File: config.mk
export PLATFORM = sky130hd
export DESIGN_NAME = latch_piso_tx
export DESIGN_NICKNAME = d
export VERILOG_FILES = /design/src/rtl/latch_tx_pkg.sv /design/src/rtl/piso_shreg.sv /design/src/rtl/latch_piso_tx.sv
export SDC_FILE = /design/constraint.sdc
export NUM_CORES = 1
export LEC_CHECK = 0
export ABC_AREA = 0
export CAP_MARGIN = 15
export CORE_MARGIN = 3
export CORE_UTILIZATION = 53
export DETAILED_ROUTE_END_ITERATION = 6
export GPL_ROUTABILITY_DRIVEN = 0
export MAX_ROUTING_LAYER = met4
export PLACE_DENSITY = 0.81
export SYNTH_ARGS = -nofsm -noshare
export SYNTH_HDL_FRONTEND = slang
export SYNTH_SLANG_ARGS = --single-unit
File: constraint.sdc
create_clock -name clk -period 3.8 [get_ports clk]
set_clock_uncertainty 0.15 [all_clocks]
set_input_delay 0.95 -clock clk [delete_from_list [all_inputs] [get_ports clk]]
set_output_delay 0.95 -clock clk [all_outputs]
set_load 0.02 [all_outputs]
File: src/rtl/latch_tx_pkg.sv
// ---------------------------------------------------------------------------
// latch_tx_pkg
//
// Shared definitions for the latch-targeted PISO transmitter:
//   - state_t        : FSM state encoding (IDLE / SHIFT / DONE)
//   - MIN_WIDTH      : smallest legal frame width
//   - MIN_BIT_CYCLES : smallest legal clocks-per-bit; one cycle with the latch
//                      open and one with it closed on stable data
//   - params_ok()    : parameter legality check used at elaboration time
// ---------------------------------------------------------------------------
package latch_tx_pkg;

  typedef enum logic [1:0] {
    ST_IDLE  = 2'd0,
    ST_SHIFT = 2'd1,
    ST_DONE  = 2'd2
  } state_t;

  localparam int MIN_WIDTH      = 2;
  localparam int MIN_BIT_CYCLES = 2;

  function automatic bit params_ok(input int width, input int bit_cycles);
    return (width >= MIN_WIDTH) && (bit_cycles >= MIN_BIT_CYCLES);
  endfunction

endpackage

File: src/rtl/piso_shreg.sv
// ---------------------------------------------------------------------------
// piso_shreg
//
// WIDTH-bit loadable shift register feeding the serial transmitter.
//
// Parameters:
//   WIDTH     : register width (>= 2)
//   LSB_FIRST : 1 shifts right and presents bit 0, 0 shifts left and
//               presents bit WIDTH-1
//
// Ports:
//   clk   : clock, rising edge
//   rst   : asynchronous active-high reset, clears the register
//   load  : capture din on the next edge (wins over shift)
//   shift : advance one bit toward the output on the next edge
//   din   : parallel word to load
//   dout  : bit currently presented at the output end
//   dnext : bit that will be presented after the next edge, given the
//           current load/shift request
// ---------------------------------------------------------------------------
module piso_shreg
  import latch_tx_pkg::*;
#(
  parameter int WIDTH     = 8,
  parameter bit LSB_FIRST = 1'b1
) (
  input  logic             clk,
  input  logic             rst,
  input  logic             load,
  input  logic             shift,
  input  logic [WIDTH-1:0] din,
  output logic             dout,
  output logic             dnext
);

  logic [WIDTH-1:0] data;
  logic [WIDTH-1:0] data_n;

  // Next register contents; load has priority so a back-to-back frame
  // can start on the same edge the previous one finishes.
  always_comb begin
    data_n = data;
    if (load) begin
      data_n = din;
    end else if (shift) begin
      if (LSB_FIRST) begin
        data_n = {1'b0, data[WIDTH-1:1]};
      end else begin
        data_n = {data[WIDTH-2:0], 1'b0};
      end
    end
  end

  always_ff @(posedge clk or posedge rst) begin
    if (rst) begin
      data <= '0;
    end else begin
      data <= data_n;
    end
  end

  // The top registers dnext into sd, so the serial output lines up with
  // the register contents without an extra cycle of latency.
  assign dout  = LSB_FIRST ? data[0]   : data[WIDTH-1];
  assign dnext = LSB_FIRST ? data_n[0] : data_n[WIDTH-1];

endmodule

File: src/rtl/latch_piso_tx.sv
// ---------------------------------------------------------------------------
// latch_piso_tx
//
// Parallel-in, serial-out transmitter driving a data/enable pair into an
// enable-gated D-latch. Each bit is held on sd for BIT_CYCLES clocks; sen is
// high for all but the last of those clocks, so the latch closes while sd is
// still stable.
//
// Parameters:
//   WIDTH      : frame width in bits (>= 2)
//   BIT_CYCLES : clocks per bit (>= 2)
//   LSB_FIRST  : 1 sends din[0] first, 0 sends din[WIDTH-1] first
//
// Ports:
//   clk  : clock, rising edge
//   rst  : asynchronous active-high reset
//   load : start-of-frame request, accepted in IDLE and DONE
//   din  : parallel word captured when load is accepted
//   sd   : serial data (registered)
//   sen  : serial enable / latch strobe (registered)
//   busy : high while a frame is being shifted out (registered)
//   done : one-cycle pulse after the last bit (registered)
// ---------------------------------------------------------------------------
module latch_piso_tx
  import latch_tx_pkg::*;
#(
  parameter int WIDTH      = 8,
  parameter int BIT_CYCLES = 2,
  parameter bit LSB_FIRST  = 1'b1
) (
  input  logic             clk,
  input  logic             rst,
  input  logic             load,
  input  logic [WIDTH-1:0] din,
  output logic             sd,
  output logic             sen,
  output logic             busy,
  output logic             done
);

  if (!params_ok(WIDTH, BIT_CYCLES)) begin : g_bad_params
    $error("latch_piso_tx: WIDTH and BIT_CYCLES must both be at least 2");
  end

  localparam int BW = $clog2(WIDTH);
  localparam int PW = $clog2(BIT_CYCLES);

  localparam logic [BW-1:0] BIT_LAST   = BW'(WIDTH - 1);
  localparam logic [PW-1:0] PHASE_LAST = PW'(BIT_CYCLES - 1);

  state_t        state;
  state_t        state_n;
  logic [BW-1:0] bitcnt;
  logic [BW-1:0] bitcnt_n;
  logic [PW-1:0] phase;
  logic [PW-1:0] phase_n;

  logic sh_load;
  logic sh_shift;
  logic sh_dout;
  logic sh_dnext;

  logic sd_n;
  logic sen_n;
  logic busy_n;
  logic done_n;

  piso_shreg #(
    .WIDTH     (WIDTH),
    .LSB_FIRST (LSB_FIRST)
  ) u_shreg (
    .clk   (clk),
    .rst   (rst),
    .load  (sh_load),
    .shift (sh_shift),
    .din   (din),
    .dout  (sh_dout),
    .dnext (sh_dnext)
  );

  // State, counter and pipeline registers. Reset clears everything at once,
  // which drops any partial frame without a done pulse.
  always_ff @(posedge clk or posedge rst) begin
    if (rst) begin
      state  <= ST_IDLE;
      bitcnt <= '0;
      phase  <= '0;
      sd     <= 1'b0;
      sen    <= 1'b0;
      busy   <= 1'b0;
      done   <= 1'b0;
    end else begin
      state  <= state_n;
      bitcnt <= bitcnt_n;
      phase  <= phase_n;
      sd     <= sd_n;
      sen    <= sen_n;
      busy   <= busy_n;
      done   <= done_n;
    end
  end

  // Next-state and counter logic. Loads are only honoured in IDLE and DONE,
  // so load/din activity during SHIFT cannot disturb a frame in flight.
  always_comb begin
    state_n  = state;
    bitcnt_n = bitcnt;
    phase_n  = phase;
    sh_load  = 1'b0;
    sh_shift = 1'b0;

    case (state)
      ST_IDLE, ST_DONE: begin
        if (load) begin
          sh_load  = 1'b1;
          bitcnt_n = '0;
          phase_n  = '0;
          state_n  = ST_SHIFT;
        end else begin
          state_n  = ST_IDLE;
        end
      end

      ST_SHIFT: begin
        if (phase == PHASE_LAST) begin
          phase_n  = '0;
          sh_shift = 1'b1;
          if (bitcnt == BIT_LAST) begin
            bitcnt_n = '0;
            state_n  = ST_DONE;
          end else begin
            bitcnt_n = bitcnt + BW'(1);
          end
        end else begin
          phase_n = phase + PW'(1);
        end
      end

      default: begin
        state_n  = ST_IDLE;
        bitcnt_n = '0;
        phase_n  = '0;
      end
    endcase
  end

  // Outputs are decoded from the next state so they appear in the same
  // cycle as the state they describe, with no input-to-output path.
  // sen drops on the final phase of each bit while sd is held.
  always_comb begin
    sd_n   = 1'b0;
    sen_n  = 1'b0;
    busy_n = 1'b0;
    done_n = 1'b0;

    if (state_n == ST_SHIFT) begin
      busy_n = 1'b1;
      sen_n  = (phase_n != PHASE_LAST);
      sd_n   = (sh_load || sh_shift) ? sh_dnext : sh_dout;
    end

    if (state_n == ST_DONE) begin
      done_n = 1'b1;
    end
  end

endmodule

Word level (Yosys, flattened, before mapping)
Cells that the tools add are included.
{"block": "classes", "addsub": 2, "mul": 0, "div": 0, "n_lt_le_gt_ge": 0, "eq_ne": 7, "shifts": 0, "n_mux": 22, "n_bitwise": 1, "reduce_logical": 5}
{"cell": "$mux 8", "n": 2}
{"cell": "$mux 1", "n": 12}
{"cell": "$mux 3", "n": 3}
{"cell": "$pmux 3 s2", "n": 1}
{"cell": "$eq 2x1->1 const B", "n": 2}
{"cell": "$eq 2x2->1 const B", "n": 2}
{"cell": "$mux 2", "n": 2}
{"cell": "$ne 2x2->1 const B", "n": 2}
{"cell": "$pmux 2 s2", "n": 1}
{"cell": "$add 3x1->3 const B", "n": 1}
{"cell": "$eq 3x3->1 const B", "n": 1}
{"cell": "$logic_not 2->1", "n": 1}
{"cell": "$pmux 1 s2", "n": 1}
{"cell": "$reduce_and 2->1", "n": 1}
{"cell": "$reduce_bool 2->1", "n": 1}
{"cell": "$reduce_or 2->1", "n": 1}
{"cell": "$add 1x1->1 const B", "n": 1}
{"cell": "$logic_or 1x1->1", "n": 1}
{"cell": "$not 1->1", "n": 1}
{"block": "totals", "regBits": 18, "latch_bits": 0, "ramBits": 0, "romBits": 0, "input_bits": 11, "output_inout_bits": 4, "elab_cells": 46, "memories": 0}

Depth between registers and ports, before layout
{"block": "logic_depth", "word_depth": 6, "ltp_mapped": 5, "ltp_nobuf": 5}

Modules after synthesis
A second synthesis with hierarchy kept.
{"block": "hier_totals", "hier_cells": 74, "area_unflattened_um2": 863.3}
{"module": "latch_piso_tx", "n_inst": 1, "cells_per_inst": 39, "area_each_um2": 483.0, "seq_area_each_um2": 250.2}
{"module": "piso_shreg", "n_inst": 1, "cells_per_inst": 35, "area_each_um2": 380.4, "seq_area_each_um2": 200.2}

Worst setup path after synthesis
Ideal clock, no wire load.
{"block": "synth_timing", "kind": "input port to flip-flop", "startpoint": "input load", "endpoint": "register sd", "setup_ns": 0.126, "arrival_time_ns": 1.444, "required_time_ns": 3.524, "path_slack_ns": 2.080, "stages": 4, "path_buffers": 1, "cell_sequence": "nor2b_1 -> buf_2 -> a211oi_2 -> nor3_1"}
{"block": "synth_via", "elab_chain_len": 5, "elab_cells_between_ends": 9, "cone_classes": "eq/ne: 1; mux: 7; reduce/logical: 1"}
{"element": "from (decl)", "line_no": "latch_piso_tx.sv:33", "text": "input logic load,"}
{"element": "$mux 1", "line_no": "latch_piso_tx.sv:114", "text": "if (load) begin"}
{"element": "$mux 1", "line_no": "latch_piso_tx.sv:112", "text": "case (state)"}
{"element": "$mux 8 or $logic_or 1x1->1 (tied branches)", "line_no": "piso_shreg.sv:43, latch_piso_tx.sv:159"}
{"element": "$mux 1", "line_no": "latch_piso_tx.sv:159", "text": "sd_n = (sh_load || sh_shift) ? sh_dnext : sh_dout;"}
{"element": "$mux 1 *", "line_no": "latch_piso_tx.sv:156", "text": "if (state_n == ST_SHIFT) begin"}
{"element": "named net sd_n", "line_no": "latch_piso_tx.sv:63", "text": "logic sd_n;"}
{"element": "to (signal assigned)", "line_no": "latch_piso_tx.sv:96", "text": "sd <= sd_n;"}
{"element": "to (decl)", "line_no": "latch_piso_tx.sv:35", "text": "output logic sd,"}
The timed path passes the listed nets; every way through them passes the cells marked *.
A chain may end at the register's enable or synchronous reset.

Final worst setup path
{"block": "layout_timing", "startpoint": "register sen", "endpoint": "output sen"}
{"element": "from (decl)", "line_no": "latch_piso_tx.sv:36", "text": "output logic sen,"}
{"element": "from (signal assigned)", "line_no": "latch_piso_tx.sv:97", "text": "sen <= sen_n;"}
No word-level cell between the ends.

==> impl_metrics.ini <==
[finish]
drive_above_1_share = 0.0870
area_delta_synth_final_pct = 20.5
final_util = 0.715
antennaDiodeCount = 0
nNetsFinal = 106

[critical_path]
critical_path.top_delay_family = buffers and inverters
crit_cells = 1
arrival_ns = 1.22
critPathRequiredTime_ns = 2.70
crit_path_cell_trace = clkdlybuf4s50_1
startpoint_type = flip-flop
crit_path_end_kind = primary output
r2r-start = state[0]$_DFF_PP0_
cp_max_fo = 1
crit_type = reg -> out
rr_worst_depth = 3
r2r-end = sd$_DFF_PP0_
ff2ff_setup_slack_ns = 2.23
cp_num_buf_inv = 1
crit_slowest_cell = clkdlybuf4s50_1
max_stage_delay_ns = 0.60

[synthesis]
synth_area_per_cell_um2 = 10.4
synth_ff_type = dfrtp_1
yosys.area.top_type_share = 0.556
syn_inst = 78
ys_async_sr_fraction = 1.00
synth_seq_cells = 18
syn-cell-area_um2 = 811
synthTopCellsByArea = dfrtp_1 (56%), nand2_1 (5.1%), mux2i_1 (3.7%)
synthTopCellsByCount = dfrtp_1 (18), nand2_1 (11), nor2_1 (8)
synth_seq_area_share = 0.556
synth_edf_count = 0
ys_types = 24
yosysTopAreaCell = dfrtp_1
yosysMostFrequentCell = dfrtp_1
yosys_warnings = 0
syn_nets = 91

[clocking]
insertion_delay_ns = 0.29
cts_buffers = 3
path_clk_slew_ns = 0.11
cts_tree = built
cts_hold_buf = 0
htreeDepth = 1
cts_setup_buffers = 0
max-clock-path-buffers = 2
post_cts_resized = 0
cts.sinks = 18
cts_root_buf = clkbuf_4

[min_path]
min_from = u_shreg.data[7]$_DFFE_PP0N_
holdPathEnd = u_shreg.data[6]$_DFFE_PP0N_
hold_path_class = reg -> reg
hold_depth = 2

[floorplan]
die_y_um = 45.1
dieArea_mm2 = 0.00203
num_rows = 13
start_util = 0.593
core-area_mm2 = 0.00137
die_x_um = 45.1
io_pins = 15

[run]
max_cap_violations = 0

[power]
p_leak_uw = 0.000451
power_density_mw_per_mm2 = 743
peakVddDrop_mv = 0.428
total_power_uw = 726

[global_routing]
grt_use_met1 = 0.220
use_met2 = 0.260
busiest_layer = met2
grt.total_usage = 0.182
grt_max_degree = 19
grt_pass1_vias = 575
grt_pass1_wl_um = 2450
grtUsageMet3 = 0.0359
grt_overflow = 0
antenna_found_initial = 0

[detailed_routing]
drc = 0
drt_wl_total_um = 1460
dr.pass1.iters = 4
routedWlPerCell_um = 13.6
drtIter0Drc = 8
viasPerCell = 5.49
ant_nets = 0
vias = 587

[placed_design]
place_ws_ns = 1.29
portBuffers = 14
hpwl_um = 1000

[timing]
hold_viol_final = 0
slew_headroom = 0.561
rsz0062_at_grt = false
setup_viol = 0
period_share = 0.611
fmax_ghz = 0.430
worst_pin_slew_ns = 0.657
finalMaxSlewViolations = 0
fin_hold_ws_ns = 0.368
min_period_ns = 2.32
tns_ns = 0
setup_slack_ns = 1.48

[run_status]
status = finished, final reports clean
-- worst max path at each step --
stage | start | end | slack, ns
after floorplan | load | sd$_DFF_PP0_ | 2.08
after global placement | load | sd$_DFF_PP0_ | 1.32
after detailed placement | load | sd$_DFF_PP0_ | 1.29
after CTS | sen$_DFF_PP0_ | sen | 1.46
after global routing | sen$_DFF_PP0_ | sen | 1.42
final | sen$_DFF_PP0_ | sen | 1.48
-- placed cells by master (no fill, tap or decap), drive strengths merged --
master and n:
o22ai 1, mux2i 3, nand3 4, clkbuf 4, a21oi 5, dfrtp 18, and2 2, and3b 1
nand3b 1, clkdlybuf4s50 14, nor2 8, nand2 11, a211oi 1, o21ai 3, and4b 1, nor2b 2
ha 2, inv 3, mux2 1, nor3 2, nand2b 2, a22oi 3
-- through the flow --
stage          std cells  area [um2]
4_1_cts              107         977
6_report             107         977
2_1_floorplan         78         811
3_3_place_gp         103         941
5_1_grt              107         977
3_5_place_dp         103         941
-- cell type report --
type                            instances  area (um2)
Multi-Input combinational cell         53         320
Clock buffer                            4        36.3
Tap cell                               15        18.8
Fill cell                             112         389
Inverter                                3        11.3
Timing Repair Buffer                   14         140
Sequential cell                        18         450
-- registers in the layout, indices dropped and copies added (netlist names) --
signal / cells
done: 1
sen: 1
busy: 1
u_shreg.data: 8
state: 2
sd: 1
phase: 1
bitcnt: 3
-- power breakdown --
| group | internal (uW) | switching (uW) | total, uW |
|---|---|---|---|
| clock network | 58.4 | 59.1 | 117 |
| logic | 132 | 146 | 277 |
| registers | 271 | 60.2 | 331 |
| total | 461 | 265 | 726 |
-- routing by layer --
layer  wire length, um  vias to the layer above  part of all wire
li1                  -                      295                 -
met3               102                        4             0.070
met4                45                        0             0.031
met2               651                       24              0.45
met1               659                      264              0.45
met5                 0                        -                 0
-- cell families (layout without fill, tap and decap cells) --
family	after synthesis	after routing	share of synthesized area
and+or+nand+nor	34	34	0.208
DFF	18	18	0.556
AOI/OAI and AO/OA	13	13	0.105
buffers and inverters	7	21	0.0494
muxes	4	4	0.0509
adders and majority gates	2	2	0.0309
No activity file was read; power rests on OpenSTA's default activity.
==> variant, RTL diff (same settings) <==
The output `sd` loses its register stage (`sd` becomes a continuous assignment). Comments in the files are not updated.
--- a/src/rtl/latch_piso_tx.sv
+++ b/src/rtl/latch_piso_tx.sv
@@ -85,7 +85,6 @@
       state  <= ST_IDLE;
       bitcnt <= '0;
       phase  <= '0;
-      sd     <= 1'b0;
       sen    <= 1'b0;
       busy   <= 1'b0;
       done   <= 1'b0;
@@ -93,12 +92,13 @@
       state  <= state_n;
       bitcnt <= bitcnt_n;
       phase  <= phase_n;
-      sd     <= sd_n;
       sen    <= sen_n;
       busy   <= busy_n;
       done   <= done_n;
     end
   end
+
+  assign sd = sd_n;
 
   // Next-state and counter logic. Loads are only honoured in IDLE and DONE,
   // so load/din activity during SHIFT cannot disturb a frame in flight.
Formal check against the unedited RTL: not equivalent (a bounded check fails within 4 cycles, from zero or initial values and one cycle with rst high).
==> variant against the original RTL <==
  * Non-clock buffer count increased by 4
  * Sequential cell count decreased by 1
  * Highest routed layer unchanged
  * Maximum frequency decreased by 37%
  * Critical path depth increased by 4
  * Area after synthesis decreased by 3.1%
  * Setup slack got worse by 1.3 ns
  * Combinational power increased by 11%
  * Final area decreased by 0.26%
  * Wire length increased by 0.62%
  * Largest cell class unchanged
  * Power decreased by 1.7%
==> variant: results (changes against the original RTL) <==
{
  "final.fill_count": {"value": 104, "change": "-7.1%"},
  "post-cts-setup-buffers": {"value": 0, "change": "unchanged"},
  "worstHoldPathType": {"value": "flop to flop"},
  "synthTopCellsByCount": {"value": "17 x sky130_fd_sc_hd__dfrtp_1, 11 x sky130_fd_sc_hd__nand2_1, 8 x sky130_fd_sc_hd__nor2_1"},
  "worstMarginPinSlew": {"value": 0.621, "unit": "ns", "change": "-0.0356 ns"},
  "critical_path_peak_fanout": {"value": 4, "change": "+3"},
  "cts-root-buf": {"value": "sky130_fd_sc_hd__clkbuf_4"},
  "grt_start_max_net_pins": {"value": 18, "change": "-1"},
  "h-tree-depth": {"value": 1, "change": "unchanged"},
  "via_count": {"value": 602, "change": "+2.6%"},
  "slowest_delay": {"value": 0.63, "unit": "ns", "change": "+0.03 ns"},
  "hpwl": {"value": 1.12, "unit": "mm", "change": "+12%"},
  "worst-endpoint-arrival": {"value": 2.56, "unit": "ns", "change": "+1.34 ns"},
  "number_of_global_route_vias_before_repair": {"value": 553, "change": "-3.8%"},
  "first_iter_violations": {"value": 13, "change": "+5"},
  "yosys_register_bits": {"value": 17, "change": "-1"},
  "synth.top_cells.by_area": {"value": "sky130_fd_sc_hd__dfrtp_1 54%, sky130_fd_sc_hd__nand2_1 5.3%, sky130_fd_sc_hd__mux2i_1 3.8%, sky130_fd_sc_hd__nor2_1 3.8%, sky130_fd_sc_hd__ha_1 3.2%"},
  "synth.yosys.seq_area_share": {"value": 54.1, "unit": "%", "change": "-1.4 points"},
  "power.ir.vdd_worst": {"value": 409, "unit": "uV", "change": "-4.4%"},
  "port-buffer-count": {"value": 14, "change": "unchanged"},
  "p_leak": {"value": 0.454, "unit": "nW", "change": "+0.64%"},
  "synth.net_count": {"value": 90, "change": "-1.1%"},
  "final_layout_size_suffix_gt1_share": {"value": 12.6, "unit": "%", "change": "+3.9 points"},
  "grt_pass1_wl": {"value": 2.41, "unit": "mm", "change": "-1.7%"},
  "status": {"value": "completed"},
  "clock_transition_at_the_registers_of_the_reported_paths": {"value": 0.09, "unit": "ns", "change": "-0.02 ns"},
  "cell_area_after_placement": {"value": 946, "unit": "um2", "change": "+0.53%"},
  "pre_cts_slack": {"value": 0.0513, "unit": "ns", "change": "-1.23 ns"},
  "grtUsageTotal": {"value": 18.2, "unit": "%", "change": "+0.039 points"},
  "wl_per_cell": {"value": 13.3, "unit": "um", "change": "-2.1%"},
  "ys.warnings.count": {"value": 0, "change": "unchanged"},
  "design.final.nets": {"value": 109, "change": "+2.8%"},
  "cts_buffers": {"value": 3, "change": "unchanged"}
}
[variant: changes by cell type after synthesis]
cell	change
sky130_fd_sc_hd__dfrtp_1	-1
[variant: cell families after synthesis]
| logic type | count (synthesis) | share of synthesized area [%] |
|---|---|---|
| AOI/OAI and AO/OA | 13 | 10.8 |
| buffers and inverters | 7 | 5.10 |
| muxes | 4 | 5.25 |
| DFF | 17 | 54.1 |
| and+or+nand+nor | 34 | 21.5 |
| adders and majority gates | 2 | 3.18 |
[variant: repair_timing]
| action | 4_1_cts | 5_1_grt |
|---|---|---|
| resized for setup | 0 | 1 |
| setup endpoints to repair | 0 | 1 |
| hold buffers | 0 | 0 |
[variant: report_power, final]
| part | switching, mW | total (mW) | internal [mW] | leakage, nW |
|---|---|---|---|---|
| logic | 0.155 | 0.307 | 0.152 | 0.230 |
| registers | 0.0564 | 0.311 | 0.255 | 0.209 |
| clock network | 0.0546 | 0.0954 | 0.0408 | 0.0150 |
[variant: stage by stage]
step	hold WS [ns]	utilization (%)	std cells	power (mW)
4_1_cts	0.363	72.0	110	0.720
6_report	0.353	72.2	110	0.714
5_1_grt	0.389	72.2	110	0.774
3_3_place_gp	0.320	70.1	106	0.608
2_1_floorplan	0.312	-	77	0.533
3_5_place_dp	0.333	70.1	106	0.624
[variant: worst paths after layout]
check / startpoint / to / slack (ns) / depth (start not counted)
hold / removal: u_shreg.data[3]$_DFFE_PP0N_ / u_shreg.data[2]$_DFFE_PP0N_ / 0.35 / 2
min in group asynchronous: rst / u_shreg.data[7]$_DFFE_PP0N_ / 0.88 / 2
setup reg to reg: bitcnt[0]$_DFFE_PP0P_ / sen$_DFF_PP0_ / 2.33 / 6
setup / recovery: load / sd / 0.14 / 5
hold reg to reg: u_shreg.data[3]$_DFFE_PP0N_ / u_shreg.data[2]$_DFFE_PP0N_ / 0.35 / 2
max in group asynchronous: rst / u_shreg.data[5]$_DFFE_PP0N_ / 2.22 / 2
[variant: routing by layer]
metal	GRT usage, %	vias up	share of wire (%)
met2	27.5	12	49
li1	-	297	-
met3	6.10	4	4.6
met1	20.7	289	44
met4	10.8	0	2.3
met5	-	-	0
[variant: layout make-up]
class,count,share of cell area (%)
clock buffers,4,2.70
inverters,3,1.16
multi-input cells,53,33.1
flip-flops and latches,17,43.6
well taps,15,1.93
repair buffers,18,17.5
[variant: worst min-delay path: cells and delay by family, from the launching register on]
| kind | cells | cell delay, ns |
|---|---|---|
| compound gates | 1 | 0.07 |
| flops | 1 | 0.36 |
| simple gates | 1 | 0.05 |
